`src/rtl/io_map_pkg.sv`:
```
// Shared constants for the data-memory I/O bridge: I/O window, register
// offsets, STATUS bit positions and transmitter state encoding.
package io_map_pkg;

  localparam logic [3:0] IO_BASE = 4'hF;

  localparam logic [7:0] OFS_TXDATA = 8'h00;
  localparam logic [7:0] OFS_STATUS = 8'h01;
  localparam logic [7:0] OFS_LED    = 8'h02;
  localparam logic [7:0] OFS_CYCLES = 8'h03;

  localparam int ST_FULL      = 0;
  localparam int ST_EMPTY     = 1;
  localparam int ST_BUSY      = 2;
  localparam int ST_OVF       = 3;
  localparam int ST_COUNT_LSB = 4;

  typedef enum logic [1:0] {
    TX_IDLE  = 2'd0,
    TX_START = 2'd1,
    TX_DATA  = 2'd2,
    TX_STOP  = 2'd3
  } tx_state_t;

endpackage

```
`src/rtl/tx_serializer.sv`:
```
// Byte-wide serial transmitter: 1 start bit, 8 data bits LSB first, 1 stop bit,
// each BAUD_DIV clocks long, driven from a valid/ready byte interface.
//
//   state    | meaning
//   ---------+----------------------------------------------
//   TX_IDLE  | line high, ready for a byte
//   TX_START | line low for one bit time
//   TX_DATA  | shifting out data bits, LSB first
//   TX_STOP  | line high for one bit time, then back to idle
module tx_serializer
  import io_map_pkg::*;
#(
  parameter int BAUD_DIV = 16
) (
  input  logic       clock,
  input  logic       reset,
  input  logic [7:0] byte_data,
  input  logic       byte_valid,
  output logic       byte_ready,
  output logic       tx_serial,
  output logic       busy
);

  localparam int CW = (BAUD_DIV > 2) ? $clog2(BAUD_DIV) : 1;
  localparam logic [CW-1:0] BIT_LOAD = CW'(BAUD_DIV - 1);

  tx_state_t     state, state_d;
  logic [CW-1:0] cnt, cnt_d;
  logic [2:0]    bit_idx, bit_idx_d;
  logic [7:0]    shreg, shreg_d;

  always_ff @(posedge clock or posedge reset) begin
    if (reset) begin
      state   <= TX_IDLE;
      cnt     <= '0;
      bit_idx <= '0;
      shreg   <= '0;
    end else begin
      state   <= state_d;
      cnt     <= cnt_d;
      bit_idx <= bit_idx_d;
      shreg   <= shreg_d;
    end
  end

  // bit timer counts down and advances on terminal count
  always_comb begin
    state_d    = state;
    cnt_d      = cnt;
    bit_idx_d  = bit_idx;
    shreg_d    = shreg;
    byte_ready = 1'b0;
    case (state)
      TX_IDLE: begin
        byte_ready = 1'b1;
        if (byte_valid) begin
          state_d = TX_START;
          cnt_d   = BIT_LOAD;
          shreg_d = byte_data;
        end
      end
      TX_START: begin
        if (cnt == '0) begin
          state_d   = TX_DATA;
          cnt_d     = BIT_LOAD;
          bit_idx_d = 3'd0;
        end else begin
          cnt_d = cnt - 1'b1;
        end
      end
      TX_DATA: begin
        if (cnt == '0) begin
          cnt_d   = BIT_LOAD;
          shreg_d = {1'b0, shreg[7:1]};
          if (bit_idx == 3'd7) state_d = TX_STOP;
          else bit_idx_d = bit_idx + 3'd1;
        end else begin
          cnt_d = cnt - 1'b1;
        end
      end
      TX_STOP: begin
        if (cnt == '0) state_d = TX_IDLE;
        else cnt_d = cnt - 1'b1;
      end
      default: state_d = TX_IDLE;
    endcase
  end

  always_comb begin
    case (state)
      TX_START: tx_serial = 1'b0;
      TX_DATA:  tx_serial = shreg[0];
      default:  tx_serial = 1'b1;
    endcase
  end

  assign busy = (state != TX_IDLE);

endmodule

```
`src/rtl/dmem_io_bridge.sv`:
```
// Data-memory bridge: passes 0x000-0xEFF to dmem, decodes 0xF00-0xFFF to TX FIFO,
// LED and status registers. Optional cycle counter at 0xF03 via DMEM_IO_CYCLE_COUNTER_EN.
module dmem_io_bridge
  import io_map_pkg::*;
#(
  parameter int DMEM_AW    = 12,
  parameter int FIFO_DEPTH = 8,
  parameter int BAUD_DIV   = 16
) (
  input  logic               clock,
  input  logic               reset,
  input  logic               proc_tick,
  input  logic [DMEM_AW-1:0] address_in,
  input  logic [31:0]        data_in,
  input  logic               wren_in,
  output logic [31:0]        q_out,
  output logic [DMEM_AW-1:0] address_dmem,
  output logic [31:0]        data_dmem,
  output logic               wren_dmem,
  input  logic [31:0]        q_dmem,
  output logic               tx_serial,
  output logic [7:0]         led
);

  localparam int PW = $clog2(FIFO_DEPTH);

  logic          io_sel, io_sel_q, armed, io_wr;
  logic [7:0]    ofs;
  logic [7:0]    fifo_mem [FIFO_DEPTH];
  logic [PW-1:0] wr_ptr, rd_ptr;
  logic [PW:0]   fifo_count;
  logic          full, empty, push_req, push, pop, overflow;
  logic          tx_ready, tx_busy;
  logic [31:0]   status, cycles_rd, io_rdata_d, io_rdata_q;

  assign io_sel       = (address_in[DMEM_AW-1 -: 4] == IO_BASE);
  assign ofs          = address_in[7:0];
  assign address_dmem = address_in;
  assign data_dmem    = data_in;
  assign wren_dmem    = wren_in & ~io_sel;

  // wren_in spans several fast clocks; armed limits I/O side effects to one per processor cycle
  assign io_wr    = wren_in & io_sel & armed;
  assign full     = (fifo_count == (PW+1)'(FIFO_DEPTH));
  assign empty    = (fifo_count == '0);
  assign push_req = io_wr && (ofs == OFS_TXDATA);
  assign pop      = tx_ready & ~empty;
  assign push     = push_req & (~full | pop);

  always_ff @(posedge clock or posedge reset) begin
    if (reset) begin
      armed      <= 1'b1;
      wr_ptr     <= '0;
      rd_ptr     <= '0;
      fifo_count <= '0;
      overflow   <= 1'b0;
      led        <= '0;
      io_sel_q   <= 1'b0;
      io_rdata_q <= '0;
    end else begin
      if (proc_tick) armed <= 1'b1;
      else if (io_wr) armed <= 1'b0;
      if (push) wr_ptr <= wr_ptr + 1'b1;
      if (pop)  rd_ptr <= rd_ptr + 1'b1;
      case ({push, pop})
        2'b10:   fifo_count <= fifo_count + 1'b1;
        2'b01:   fifo_count <= fifo_count - 1'b1;
        default: fifo_count <= fifo_count;
      endcase
      if (push_req & full & ~pop) overflow <= 1'b1;
      else if (io_wr && (ofs == OFS_STATUS)) overflow <= 1'b0;
      if (io_wr && (ofs == OFS_LED)) led <= data_in[7:0];
      io_sel_q   <= io_sel;
      io_rdata_q <= io_rdata_d;
    end
  end

  always_ff @(posedge clock) begin
    if (push) fifo_mem[wr_ptr] <= data_in[7:0];
  end

`ifdef DMEM_IO_CYCLE_COUNTER_EN
  logic [31:0] cycles;
  always_ff @(posedge clock or posedge reset) begin
    if (reset) cycles <= '0;
    else cycles <= cycles + 32'd1;
  end
  assign cycles_rd = cycles;
`else
  assign cycles_rd = '0;
`endif

  always_comb begin
    status                     = '0;
    status[ST_FULL]            = full;
    status[ST_EMPTY]           = empty;
    status[ST_BUSY]            = tx_busy;
    status[ST_OVF]             = overflow;
    status[ST_COUNT_LSB +: 4]  = 4'(fifo_count);
  end

  always_comb begin
    case (ofs)
      OFS_TXDATA, OFS_STATUS: io_rdata_d = status;
      OFS_LED:                io_rdata_d = {24'b0, led};
      OFS_CYCLES:             io_rdata_d = cycles_rd;
      default:                io_rdata_d = '0;
    endcase
  end

  assign q_out = io_sel_q ? io_rdata_q : q_dmem;

  tx_serializer #(.BAUD_DIV(BAUD_DIV)) u_tx (
    .clock      (clock),
    .reset      (reset),
    .byte_data  (fifo_mem[rd_ptr]),
    .byte_valid (~empty),
    .byte_ready (tx_ready),
    .tx_serial  (tx_serial),
    .busy       (tx_busy)
  );

endmodule
```
`config.mk`:
```
export PLATFORM = sky130hd
export DESIGN_NAME = dmem_io_bridge
export DESIGN_NICKNAME = d
export VERILOG_FILES = /design/src/rtl/io_map_pkg.sv /design/src/rtl/tx_serializer.sv /design/src/rtl/dmem_io_bridge.sv
export SDC_FILE = /design/constraint.sdc
export NUM_CORES = 1
export LEC_CHECK = 0
export CORE_AREA = 2 2 119 121
export CTS_CLUSTER_SIZE = 14
export DETAILED_ROUTE_END_ITERATION = 10
export DIE_AREA = 0 0 121 123
export PLACE_DENSITY = 0.71
export REMOVE_ABC_BUFFERS = 1
export SYNTH_ARGS = -nofsm -noshare
export SYNTH_HDL_FRONTEND = slang
export SYNTH_HIERARCHICAL = 1
export SYNTH_SLANG_ARGS = --single-unit
```
`constraint.sdc`:
```
create_clock -name clock -period 3.45 [get_ports clock]
set_input_delay 0.69 -clock clock [delete_from_list [all_inputs] [get_ports clock]]
set_output_delay 0.69 -clock clock [all_outputs]
set_load 0.1 [all_outputs]
```
# --- Word-level counts from Yosys, hierarchy flattened ---
# Memories as Yosys holds them, arrays and structs flattened.
# Cells that the tools add are included.
totals:
  regBits: 70
  latch_bits: 0
  mem_bits_rw: 64
  romBits: 0
  input_bits: 80
  out_inout_bits: 86
  word_cells: 95
  n_memories: 1
classes:
  add_sub_neg: 6
  mul: 0
  n_div: 0
  order_cmp: 0
  n_eq_ne: 17
  shifts: 0
  n_mux: 28
  bitwise_logic: 12
  reduce_logical: 19
mem_list:
  columns: ["memory", "words", "width", "rd", "rd_ports_with_merged_regs", "wr", "line_no", "text"]
  rows:
  - ["fifo_mem", 8, 8, 1, 0, 1, "dmem_io_bridge.sv:29", "logic [7:0] fifo_mem [FIFO_DEPTH];"]
op_table:
  columns: ["op", "n"]
  rows:
  - ["$mux 32", 1]
  - ["$pmux 8 s2", 2]
  - ["$mux 8", 2]
  - ["$mux 4", 3]
  - ["$pmux 4 s3", 1]
  - ["$reduce_bool 2->1", 6]
  - ["$mux 2", 5]
  - ["$add 3x1->3 const B", 3]
  - ["$mux 3", 3]
  - ["$eq 4x4->1 const B", 2]
  - ["$eq 8x1->1 const B", 1]
  - ["$eq 8x2->1 const B", 1]
  - ["$logic_not 4->1", 2]
  - ["$logic_not 8->1", 1]
  - ["$ne 2x1->1 const B", 4]
  - ["$pmux 2 s4", 1]
  - ["$pmux 4 s2", 1]
  - ["$sub 4x1->4 const B", 2]
  - ["$and 1x1->1", 7]
  - ["$mux 1", 7]
  - ["$eq 2x2->1 const B", 3]
  - ["$ne 2x2->1 const B", 3]
  - ["$pmux 3 s2", 1]
  - ["$reduce_and 5->1", 1]
  - ["12 further kinds", 19]

# --- Depth between registers and ports, before layout ---
depth:
  ltp_word: 7
  depth_mapped: 12
  depth_no_buf: 12

# --- Modules after synthesis ---
# Netlist, hierarchy kept.
modules_own_cells:
  columns: ["module", "instances", "cells_per_inst", "area_each_um2", "seq_area_each_um2"]
  rows:
  - ["dmem_io_bridge", 1, 309, 4456.8, 2648.8]
  - ["tx_serializer", 1, 95, 1049.8, 425.4]

# --- Worst setup path after synthesis ---
# Ideal clock, no wire load.
synth_timing:
  kind: "flip-flop to output port"
  start: "register u_tx.state[0]"
  end: "output tx_serial"
  arrival_time_ps: 2993
  t_required_ps: 2760
  slack_ps: -233
  path_stages_with_launch: 5
  n_path_buf: 1
  cell_sequence: "dfrtp_1 > inv_1 > ha_1 > buf_2 > o21ai_0"
synth_via:
  elab_chain_cells: 2
  word_cells_on_any_way: 3
  cone_classes: "eq/ne: 2; mux: 1"
synth_lines:
  columns: ["item", "line_no", "text"]
  rows:
  - ["start: declaration", "tx_serializer.sv:27", "tx_state_t state, state_d;"]
  - ["start signal: assignment", "tx_serializer.sv:39", "state <= state_d;"]
  - ["$eq 2x2->1 / $eq 2x1->1 (equally long branches)", "tx_serializer.sv:90", "case (state)"]
  - ["$pmux 1 s2 (*)", "tx_serializer.sv:90", null]
  - ["end: declaration", "dmem_io_bridge.sv:21", "output logic tx_serial,"]
# Every way passes the cells marked *; elsewhere a longest branch is shown, timed or not.

# --- Final worst setup path ---
layout_timing:
  start: "input address_in[11]"
  end: "register fifo_count[2]"
layout_via:
  elab_chain_cells: 7
  word_cells_on_any_way: 9
  cone_classes: "eq/ne: 3; mux: 1; bitwise: 3; reduce/logical: 2"
layout_lines:
  columns: ["item", "line_no", "text"]
  rows:
  - ["start: declaration", "dmem_io_bridge.sv:13", "input logic [DMEM_AW-1:0] address_in,"]
  - ["$eq 4x4->1 (*)", "dmem_io_bridge.sv:36", "assign io_sel = (address_in[DMEM_AW-1 -: 4] == IO_BASE);"]
  - ["$and 1x1->1 (*) (2 in series)", "dmem_io_bridge.sv:43", "assign io_wr = wren_in & io_sel & armed;"]
  - ["$logic_and 1x1->1 (*)", "dmem_io_bridge.sv:46", "assign push_req = io_wr && (ofs == OFS_TXDATA);"]
  - ["$and 1x1->1 (*)", "dmem_io_bridge.sv:48", "assign push = push_req & (~full | pop);"]
  - ["$eq 2x1->1 / $eq 2x2->1 (equally long branches)", "dmem_io_bridge.sv:65", "case ({push, pop})"]
  - ["$pmux 4 s2 / $reduce_bool 2->1 (equally long branches)", null, null]
  - ["end signal: assignment", "dmem_io_bridge.sv:66", "2'b10: fifo_count <= fifo_count + 1'b1;"]
  - ["end signal: assignment", "dmem_io_bridge.sv:67", "2'b01: fifo_count <= fifo_count - 1'b1;"]
  - ["end signal: assignment", "dmem_io_bridge.sv:68", "default: fifo_count <= fifo_count;"]
  - ["end: declaration", "dmem_io_bridge.sv:31", "logic [PW:0] fifo_count;"]
# Marked as above.
# A chain may end at the register's enable or synchronous reset.

==> results.sh <==
export IMPL_cp_start_kind="primary input"
export IMPL_holdPathStages=1
export IMPL_grt_total_usage_pct=16.0
export IMPL_synthFlopType="edfxtp_1"
export IMPL_drive_above_1_share_pct=30.8
export IMPL_endpoint_kind="register"
export IMPL_diodes=0
export IMPL_p_leak_nw=2.68
export IMPL_antenna_left=0
export IMPL_finalSetupViolCount=0
export IMPL_syn_area_um2=5510
export IMPL_seq_area_frac_synth_pct=55.8
export IMPL_synth_edf_count=64
export IMPL_firstDrtPassIters=4
export IMPL_grt_overflow=0
export IMPL_slew_violations=0
export IMPL_worstPathArrival_ns=3.24
export IMPL_ios=166
export IMPL_critPathMaxFanout=5
export IMPL_start_util_pct=40.5
export IMPL_die_w_um=121
export IMPL_postLayoutCoreUtil_pct=49.6
export IMPL_cts_resized=0
export IMPL_path_depth=12
export IMPL_port_buffers=117
export IMPL_worst_slew_pin_slew_ns=1.02
export IMPL_dp_hpwl_um=8780
export IMPL_max_clock_path_buffers=2
export IMPL_cts_sinks=110
export IMPL_htree_levels=3
export IMPL_critPathTopFamily="simple AND/OR/NAND/NOR gates"
export IMPL_cp_slowest_cell="clkdlybuf4s50_1"
export IMPL_syn_to_final_growth_pct=22.5
export IMPL_vias_per_cell=5.13
export IMPL_grt_max_degree=33
export IMPL_num_rows=43
export IMPL_rsz0062_at_grt="false"
export IMPL_drt_iter0_markers=229
export IMPL_fin_cells=673
export IMPL_clkTransAtPathRegs_ns=0.07
export IMPL_num_vias=3454
export IMPL_grt_pass1_wl_um=18100
export IMPL_min_path_type="reg2reg"
export IMPL_place_congestion=0.777
export IMPL_layout_setup_ws_ns=0.442
export IMPL_cts_root_buf="clkbuf_16"
export IMPL_die_height_um=123
export IMPL_min_period_ns=3.01
export IMPL_async_flop_share_pct=41.8
export IMPL_peakVddDrop_uv=299
export IMPL_nNetsFinal=582
export IMPL_cp_num_buf_inv=2
export IMPL_hold_viol=0
export IMPL_r2r_cells=11
export IMPL_die_area_um2=14900
export IMPL_cts_hold_buf=0
export IMPL_setup_tns_ns=0
export IMPL_yosysWarnings=6
export IMPL_clk_latency_ns=0.34
export IMPL_synth_seq_cells=110
export IMPL_worstPathCellList="clkdlybuf4s50_1 > nand4_1 > nor3_1 > nor4b_2 > inv_1 > ha_1 > xor2_1 > ha_1 > a21oi_1 > xor2_1 > nor2_1 > xor2_1"
export IMPL_slew_headroom_pct=31.9
export IMPL_yosysUniqueCellTypes=55
export IMPL_post_cts_buffers=0
export IMPL_fin_skew_ns=0.00657
export IMPL_core_area_um2=13600
export IMPL_drc=0
export IMPL_syn_inst=404
export IMPL_place_inst=658
export IMPL_cap_violations=0
export IMPL_power_density_nw_per_um2=662
export IMPL_fmax_mhz=332
export IMPL_wl_um=11800
export IMPL_avgSynthCellArea_um2=13.6
export IMPL_max_stage_delay_ns=0.50
export IMPL_status="completed"
export IMPL_worstPathRequired_ns=3.68
export IMPL_antenna_found_initial=0
export IMPL_numCtsBuffers=9
export IMPL_pre_cts_ws_ns=0.120
export IMPL_wl_per_cell_um=17.6
export IMPL_grt_pass1_vias=3485
export IMPL_fin_crit_sh_pct=87.2
export IMPL_cts_tree="yes"
export IMPL_cpMostUsedCell="xor2_1"
export IMPL_critPathKind="in2reg"
export IMPL_holdWs_ns=0.486
-- state kept, by name (all words and copies together) (netlist names), 2 cells and up --
register      count
led               8
u_tx/bit_idx      3
fifo_count        4
u_tx/state        2
fifo_mem         64
rd_ptr            3
io_rdata_q        8
wr_ptr            3
u_tx/cnt          4
u_tx/shreg        8
-- synthesized netlist by cell type, drive strengths merged, types with 2 or more instances --
cell,n,area [um2]
o21ai,5,25.0
ha,13,163
a22oi,2,15.0
nand2b,5,31.3
nand3b,2,15.0
o211ai,2,15.0
edfxtp,64,1920
buf,53,377
nor2b,32,200
nand2,10,40.0
nand4,2,12.5
nor3b,2,20.0
xor2,5,43.8
mux4,16,360
mux2,42,473
and2,2,12.5
a31oi,3,18.8
a221oi,3,26.3
nor4,10,77.6
clkbuf,6,22.5
a21oi,10,61.3
o2bb2ai,5,43.8
or2,2,12.5
a21o,2,15.0
nor3,4,31.3
nor2,16,62.6
mux2i,2,20.0
dfrtp,45,1130
nand3,6,30.0
inv,15,56.3
xnor2,4,35.0
-- power by group --
| part | switching (mW) | leakage, nW | internal, mW |
|---|---|---|---|
| Combinational | 0.945 | 1.39 | 0.835 |
| Sequential | 0.210 | 1.17 | 1.54 |
| Clock | 0.445 | 0.123 | 0.487 |
-- cells by family (layout without fill, tap and decap cells) --
kind of cell	Yosys count	after routing	synth area share, %
flops	110	110	55.8
simple gates	100	100	11.1
buf+inv	74	163	8.27
mux	60	60	15.5
compound gates	38	38	4.89
fa+ha+maj	13	13	2.95
xor+xnor	9	9	1.43
-- per-stage QoR --
step / cell area (um2) / total power, mW
after floorplan: 5110 / 3.01
after CTS: 6750 / 4.52
after detailed placement: 6480 / 3.56
after global routing: 6750 / 4.73
final: 6750 / 4.46
after global placement: 6480 / 3.52
-- layer usage --
layer | up-vias | track usage (%) | part of all wire (%)
li1 | 1608 | - | -
met3 | 17 | 4.70 | 5.2
met4 | 0 | 5.74 | 2.0
met1 | 1728 | 20.3 | 42
met2 | 101 | 26.2 | 51
met5 | - | 0 | 0
-- cells in the final DEF (no fill, tap or decap), drive strengths merged, types with 2 or more instances in the layout --
cell type and count:
and2 2, a22oi 2, buf 78, mux4 16
clkinvlp 2, nand3 6, a21oi 10, dfrtp 45
mux2 42, nand2 10, a21o 2, or2 2
nand2b 5, a31oi 3, inv 16, xnor2 4
nor4 10, nand4 2, o211ai 2, nor2b 32
o21ai 5, o2bb2ai 5, mux2i 2, nor2 16
xor2 5, nor3 4, clkinv 2, nor3b 2
ha 13, edfxtp 64, nand3b 2, a221oi 3
clkdlybuf4s50 55, clkbuf 10
-- final timing paths --
path / from / endpoint / slack [ns]
setup / recovery: address_in[11] / fifo_count[2] / 0.44
hold / removal: overflow / overflow / 0.49
setup reg to reg: fifo_count[1] / fifo_count[2] / 0.53
hold reg to reg: overflow / overflow / 0.49
max in group asynchronous: reset / u_tx/shreg[2] / 2.24
min in group asynchronous: reset / io_rdata_q[1] / 0.74
-- final cells by class --
cell class                      instances  area, um2
Timing Repair Buffer                  133       1150
Tap cell                              180        225
Inverter                               15       56.3
Clock buffer                           10        229
Sequential cell                       110       3070
Clock inverter                          5       36.3
Multi-Input combinational cell        220       1980
Fill cell                            1172       6870
Power figures use the tool's default switching activity.
